**config.mk**
```make
export PLATFORM = sky130hd
export DESIGN_NAME = dmem_arbiter
export DESIGN_NICKNAME = d
export VERILOG_FILES = /design/src/rtl/dmem_arb_pkg.sv /design/src/rtl/dmem_arb_rr2.sv /design/src/rtl/dmem_arbiter.sv
export SDC_FILE = /design/constraint.sdc
export NUM_CORES = 1
export LEC_CHECK = 0
export ABC_AREA = 1
export BUFFER_PORTS_ARGS = -buffer_cell sky130_fd_sc_hd__buf_2
export CAP_MARGIN = 20
export CORE_AREA = 2 2 112 114
export DETAILED_ROUTE_END_ITERATION = 10
export DIE_AREA = 0 0 114 116
export PLACE_DENSITY = 0.52
export SYNTH_ARGS = -nofsm -noshare
export SYNTH_HDL_FRONTEND = slang
export SYNTH_SLANG_ARGS = --single-unit
```
**constraint.sdc**
```tcl
create_clock -name clk -period 1.25 [get_ports clk]
set_input_delay 0.25 -clock clk [delete_from_list [all_inputs] [get_ports clk]]
set_output_delay 0.25 -clock clk [all_outputs]
set_load 0.01 [all_outputs]
```
**src/rtl/dmem_arb_pkg.sv**
```systemverilog
// Shared constants and the response-tag type for the two-port data-memory arbiter.
package dmem_arb_pkg;

    localparam logic        PORT_CPU       = 1'b0;
    localparam logic        PORT_DBG       = 1'b1;
    localparam logic [31:0] OOR_RDATA_DFLT = 32'hDEADBEEF;

    typedef struct packed {
        logic valid;
        logic port;
        logic is_read;
        logic oor;
    } rsp_tag_t;

endpackage

```
**src/rtl/dmem_arb_rr2.sv**
```systemverilog
// Two-way round-robin grant with the last_grant pointer; resets so port 0 wins the first conflict.
module dmem_arb_rr2
    import dmem_arb_pkg::*;
(
    input  logic       clk,
    input  logic       rst_n,
    input  logic [1:0] req_valid,
    output logic [1:0] grant,
    output logic       grant_idx
);

    logic last_grant_r;

    // Grant selection: a lone requester wins, a conflict goes to the port not served last.
    always_comb begin
        grant     = 2'b00;
        grant_idx = PORT_CPU;
        case (req_valid)
            2'b01: begin
                grant     = 2'b01;
                grant_idx = PORT_CPU;
            end
            2'b10: begin
                grant     = 2'b10;
                grant_idx = PORT_DBG;
            end
            2'b11: begin
                if (last_grant_r == PORT_DBG) begin
                    grant     = 2'b01;
                    grant_idx = PORT_CPU;
                end else begin
                    grant     = 2'b10;
                    grant_idx = PORT_DBG;
                end
            end
            default: begin
                grant     = 2'b00;
                grant_idx = PORT_CPU;
            end
        endcase
    end

    // Pointer register: remembers the most recently accepted port.
    always_ff @(posedge clk or negedge rst_n) begin
        if (!rst_n) begin
            last_grant_r <= PORT_DBG;
        end else if (grant != 2'b00) begin
            last_grant_r <= grant_idx;
        end else begin
            last_grant_r <= last_grant_r;
        end
    end

endmodule

```
**src/rtl/dmem_arbiter.sv**
```systemverilog
// Round-robin arbiter sharing one single-port data memory between the CPU (port 0) and debug (port 1).
// Optional performance counters are enabled by defining DMEM_ARB_PERF_EN.
module dmem_arbiter
    import dmem_arb_pkg::*;
#(
    parameter int          DEPTH_WORDS = 1024,
    parameter int          AW          = 10,
    parameter logic [31:0] OOR_RDATA   = OOR_RDATA_DFLT
) (
    input  logic          clk,
    input  logic          rst_n,
    input  logic          req0_valid,
    output logic          req0_ready,
    input  logic [31:0]   req0_addr,
    input  logic [31:0]   req0_wdata,
    input  logic [3:0]    req0_wen,
    output logic          rsp0_valid,
    output logic [31:0]   rsp0_rdata,
    output logic          rsp0_err,
    input  logic          req1_valid,
    output logic          req1_ready,
    input  logic [31:0]   req1_addr,
    input  logic [31:0]   req1_wdata,
    input  logic [3:0]    req1_wen,
    output logic          rsp1_valid,
    output logic [31:0]   rsp1_rdata,
    output logic          rsp1_err,
`ifdef DMEM_ARB_PERF_EN
    output logic [31:0]   perf_grant0,
    output logic [31:0]   perf_grant1,
    output logic [31:0]   perf_conflict,
`endif
    output logic          mem_en,
    output logic [AW-1:0] mem_addr,
    output logic [31:0]   mem_wdata,
    output logic [3:0]    mem_wen,
    input  logic [31:0]   mem_rdata
);

    localparam logic [32:0] ADDR_LIMIT = 33'(4 * DEPTH_WORDS);

    logic [1:0]  valid_s;
    logic [1:0]  grant_s;
    logic        grant_idx_s;
    logic        accept_s;
    logic [31:0] sel_addr_s;
    logic [31:0] sel_wdata_s;
    logic [3:0]  sel_wen_s;
    logic        in_range_s;
    rsp_tag_t    tag_r;

    function automatic logic [31:0] rsp_data(input rsp_tag_t tag, input logic port,
                                             input logic [31:0] rdata, input logic [31:0] oor_val);
        logic [31:0] d;
        if (tag.valid && (tag.port == port) && tag.is_read) begin
            d = tag.oor ? oor_val : rdata;
        end else begin
            d = 32'h0000_0000;
        end
        return d;
    endfunction

    // Holding reset masks both requests, which forces ready and mem_en low.
    assign valid_s = {req1_valid, req0_valid} & {rst_n, rst_n};

    dmem_arb_rr2 u_rr2 (
        .clk       (clk),
        .rst_n     (rst_n),
        .req_valid (valid_s),
        .grant     (grant_s),
        .grant_idx (grant_idx_s)
    );

    assign req0_ready = grant_s[0];
    assign req1_ready = grant_s[1];
    assign accept_s   = |grant_s;

    // Request mux and memory drive; out-of-range accesses never strobe the memory.
    always_comb begin
        if (grant_idx_s == PORT_DBG) begin
            sel_addr_s  = req1_addr;
            sel_wdata_s = req1_wdata;
            sel_wen_s   = req1_wen;
        end else begin
            sel_addr_s  = req0_addr;
            sel_wdata_s = req0_wdata;
            sel_wen_s   = req0_wen;
        end
        in_range_s = ({1'b0, sel_addr_s} < ADDR_LIMIT);
        mem_en     = accept_s & in_range_s;
        mem_addr   = sel_addr_s[AW+1:2];
        mem_wdata  = sel_wdata_s;
        if (accept_s && in_range_s) begin
            mem_wen = sel_wen_s;
        end else begin
            mem_wen = 4'h0;
        end
    end

    // Response tag: one-cycle record of the accepted request for the rdata mux.
    always_ff @(posedge clk or negedge rst_n) begin
        if (!rst_n) begin
            tag_r <= '0;
        end else begin
            tag_r.valid   <= accept_s;
            tag_r.port    <= grant_idx_s;
            tag_r.is_read <= (sel_wen_s == 4'h0);
            tag_r.oor     <= ~in_range_s;
        end
    end

    // Response outputs are decoded straight from the tag so data lands exactly one cycle after accept.
    always_comb begin
        rsp0_valid = tag_r.valid & (tag_r.port == PORT_CPU);
        rsp1_valid = tag_r.valid & (tag_r.port == PORT_DBG);
        rsp0_err   = rsp0_valid & tag_r.oor;
        rsp1_err   = rsp1_valid & tag_r.oor;
        rsp0_rdata = rsp_data(tag_r, PORT_CPU, mem_rdata, OOR_RDATA);
        rsp1_rdata = rsp_data(tag_r, PORT_DBG, mem_rdata, OOR_RDATA);
    end

`ifdef DMEM_ARB_PERF_EN
    logic [31:0] perf_grant0_r;
    logic [31:0] perf_grant1_r;
    logic [31:0] perf_conflict_r;

    // Saturating event counters.
    always_ff @(posedge clk or negedge rst_n) begin
        if (!rst_n) begin
            perf_grant0_r   <= 32'h0;
            perf_grant1_r   <= 32'h0;
            perf_conflict_r <= 32'h0;
        end else begin
            if (grant_s[0] && (perf_grant0_r != 32'hFFFF_FFFF)) begin
                perf_grant0_r <= perf_grant0_r + 32'd1;
            end else begin
                perf_grant0_r <= perf_grant0_r;
            end
            if (grant_s[1] && (perf_grant1_r != 32'hFFFF_FFFF)) begin
                perf_grant1_r <= perf_grant1_r + 32'd1;
            end else begin
                perf_grant1_r <= perf_grant1_r;
            end
            if ((&valid_s) && (perf_conflict_r != 32'hFFFF_FFFF)) begin
                perf_conflict_r <= perf_conflict_r + 32'd1;
            end else begin
                perf_conflict_r <= perf_conflict_r;
            end
        end
    end

    assign perf_grant0   = perf_grant0_r;
    assign perf_grant1   = perf_grant1_r;
    assign perf_conflict = perf_conflict_r;
`endif

endmodule

```
==> impl_results.md <==
- Outcome: finished, violations left
- Violated checks: negative setup slack
- Routed length on met1: roughly 3.8 mm
- Starting utilization of the core area: around an eighth
- Proportion of power drawn by the clock network: ~30%
- Post-DR wirelength/cell: approximately 13 um
- Utilization after layout: 35.7%
- Final Hold Viols: 0
- Final count of negative-setup-slack endpoints: 119
- Cell accounting for the most synthesized area: nand2_1
- Detailed-route DRC error count: 0
- Area share of the leading cell type in the synthesized netlist: roughly 36%
- Synthesized Nets: ~500
- Met2 wirelength from detailed routing: approximately 5.3 mm
- Tightest slew margin relative to the limit: between 70% and 80%
- Class of the most critical setup path: reg2out
- Sw Ratio: roughly 36%
- Die Footprint: 13200 um^2
- Internal power: roughly 1.1 mW
- Synthesis-to-finish area growth: 185%
- Worst setup EP type: output port
- Final Critical Period: approximately 1.8 ns
- I/O pins: slightly below 300
- Total congestion overflow: 0
- Nature of the critical path startpoint: flip-flop
- Number of search-and-repair iterations in the first detailed-routing pass: 4
- Overall routed net length: ~10 mm
- Die width: around 110 um
- Number of DRC markers after the initial detailed-route iteration: between 50 and 60
- Met3 WL post-DR: between 700 and 800 um
- Wire length of the first global-routing pass: between 10 and 15 mm
- Fmax achieved: between 0.5 and 0.6 GHz
- Static power due to leakage: 2.61 nW
- Period Utilization, post-route: 141%
- Fraction of final layout cells sized beyond drive strength 1: between 60 and 70%
- Number of distinct library cells after synthesis: 22
- Placeable core region: 11900 um^2
- Count of non-filler cells in the finished layout: 788
- Setup ws final: -0.513 ns
- Global-route total usage across every layer: between 10% and 20%
- Number of pins exceeding their max-slew limit in the final report: 0
- Clk_lat worst skew: 0.23 ns
- Largest cells by area after synthesis: nand2_1, a21oi_1, inv_1, nor2_1, dfrtp_1
- Power Density: approximately 420 nW/um^2
- Yosys synthesis warning count: 0
- Synthesized flop and latch total: 5
- Post-route clock skew: 0.00162 ns
- Number of rows in the core area: 40
- HPWL after detailed placement: between 7 and 8 mm
- P_sw: around 640 uW
- Die Ht: roughly 120 um
- Unrepaired setup endpoints after global routing: yes
- Top routing layer in use: met4
- Final antenna diode count: 0
- Max-cap viol count: 0
- Hold Crit Class: in2async
- Multi-input logic area: between 1500 and 2000 um^2
- Worst IR Drop VDD: between 0.3 and 0.4 mV
- Final net count: 814
- Buffer type at the clock tree root: clkbuf_16
- Area taken by flip-flops and latches: 128 um^2
- Count of port buffers added during placement: ~280
- Clock buffer count from CTS: 3
- Via density per instance: 3.91
- Total number of clock tree sinks: 5
- Filler Cells Inserted: roughly 1300
- Vias in the first global route: 2956
- Final design instance area without fill: 4250 um^2
- Number of vias in the routed layout: between 3000 and 4000
- Cell area after synthesis: between 1000 and 1500 um^2
- Bufs on Longest Clock Path: 2
- Number of cells in the design after placement: between 700 and 800
- Slew at the pin with the worst max-slew slack: between 0.3 and 0.4 ns
- Sum of internal, switching and leakage power: 1.78 mW
- Per-instance average area after synthesis: ~4.5 um^2
- Final weighted congestion in routability-driven placement: ~0.76
- Synthesized instance count: between 300 and 400
- Placed cell area: between 3000 and 4000 um^2
- Sequential group share of total power: between 10% and 20%
- Worst endpoint data arrival time: 1.51 ns
- Level count of the clock H-tree: 1
- Number of antenna-violating nets in the routed design: 0
- Maximum number of pins on one net before global-route repair: 43
- Logic depth of the worst register-to-register path: 11
- Sequential element share of the synthesized area: around 8.5%
- Initial antenna violation count: 0
- Critical path fanouts, max: 9
- Fraction of power consumed by combinational cells: roughly 59%
- Post-place setup slack: -0.330 ns
- Required @ worst endpoint: 1.00 ns
- CTS clk-pin slew, worst paths: ~0.03 ns
- TritonCTS clock tree: done
[cell usage after synthesis]
master,instances
buf_2,9
inv_1,39
or2_1,3
a21oi_2,1
inv_2,1
nor2_1,33
nor3_1,17
dfrtp_1,4
clkbuf_1,11
or2_2,1
dfstp_2,1
nand2_1,144
nand3_1,2
o21ai_2,2
buf_1,1
nor2_2,1
a21oi_1,50
buf_4,1
buf_6,1
clkinv_2,1
o21ai_0,3
nand2_2,3
[registers in the layout, summed over array words and instances, names as in the netlist]
name                count
tag_r                   4
u_rr2.last_grant_r      1
[worst paths after layout]
check                                                    start                              to  slack (ns)
worst max-delay path            u_rr2.last_grant_r$_DFFE_PN1N_                      mem_wen[2]       -0.51
worst min-delay path                                     rst_n  u_rr2.last_grant_r$_DFFE_PN1N_        0.08
worst max register to register  u_rr2.last_grant_r$_DFFE_PN1N_              tag_r[0]$_DFF_PN0_       -0.37
worst min register to register  u_rr2.last_grant_r$_DFFE_PN1N_              tag_r[2]$_DFF_PN0_        0.70
max in group asynchronous                                rst_n              tag_r[2]$_DFF_PN0_        0.55
min in group clk                                    req0_valid              tag_r[2]$_DFF_PN0_        0.28
[per-layer routing]
| metal | vias to the layer above | track usage, % |
|---|---|---|
| li1 | 1628 | - |
| met1 | 1276 | 14.0 |
| met2 | 173 | 27.0 |
| met3 | 4 | 2.20 |
| met4 | 0 | 1.87 |
| met5 | - | 0 |
[stage by stage]
stage,hold WS [ns],TNS [ns]
global route,0.0800,-56.10
global placement,0.173,-17.98
detailed placement,0.173,-18.81
finish,0.0820,-48.46
CTS,0.0779,-47.01
floorplan,-0.0456,-8.11
[power by group through the flow]
stage | sequential [mW] | combinational [mW] | clock, mW
5_1_grt | 0.198 | 1.16 | 0.560
3_3_place_gp | 0.190 | 0.902 | 0
2_1_floorplan | 0.188 | 0.396 | 0
3_5_place_dp | 0.191 | 0.901 | 0
6_report | 0.197 | 1.05 | 0.527
4_1_cts | 0.195 | 0.983 | 0.536
[area by class of cell]
cell class | instances | share of cell area (%)
well taps | 147 | 4.32
inverters | 41 | 3.71
multi-input cells | 260 | 37.1
clock buffers | 4 | 1.85
flip-flops and latches | 5 | 3.00
repair buffers | 331 | 50.0
[worst max-delay path, cell delays in order (launching register included)]
cell and delay, ns:
dfstp_2 0.58, nand2_2 0.11, nand2_8 0.14, nor2_4 0.04
nand3_2 0.06, nand2_2 0.07, nand2_4 0.10, nor2_2 0.05
buf_2 0.14
[cell families after synthesis]
group,Yosys count,share of synthesized area (%)
and+or+nand+nor,204,54.3
AOI/OAI and AO/OA,56,19.5
DFF,5,8.47
buffers and inverters,64,17.7
[timing repair]
action	in CTS	in global routing
gates resized for setup	45	33
cloned	6	2
setup buffers	13	5
hold buffers	1	0
hold endpoints to repair	4	0
pin swaps	8	10
endpoints found under the setup margin	118	119
[placed cells by master, fill, tap and decap left out, types with 4 or more instances in the layout]
| master | n |
|---|---|
| clkbuf_16 | 5 |
| inv_2 | 4 |
| a21oi_4 | 7 |
| buf_16 | 5 |
| nor2_2 | 5 |
| buf_4 | 19 |
| buf_6 | 23 |
| buf_2 | 273 |
| a21oi_2 | 42 |
| nor2_1 | 26 |
| nand2_1 | 139 |
| nor3_4 | 9 |
| buf_12 | 8 |
| inv_1 | 35 |
| nor3_2 | 8 |
Power figures use the tool's default switching activity.
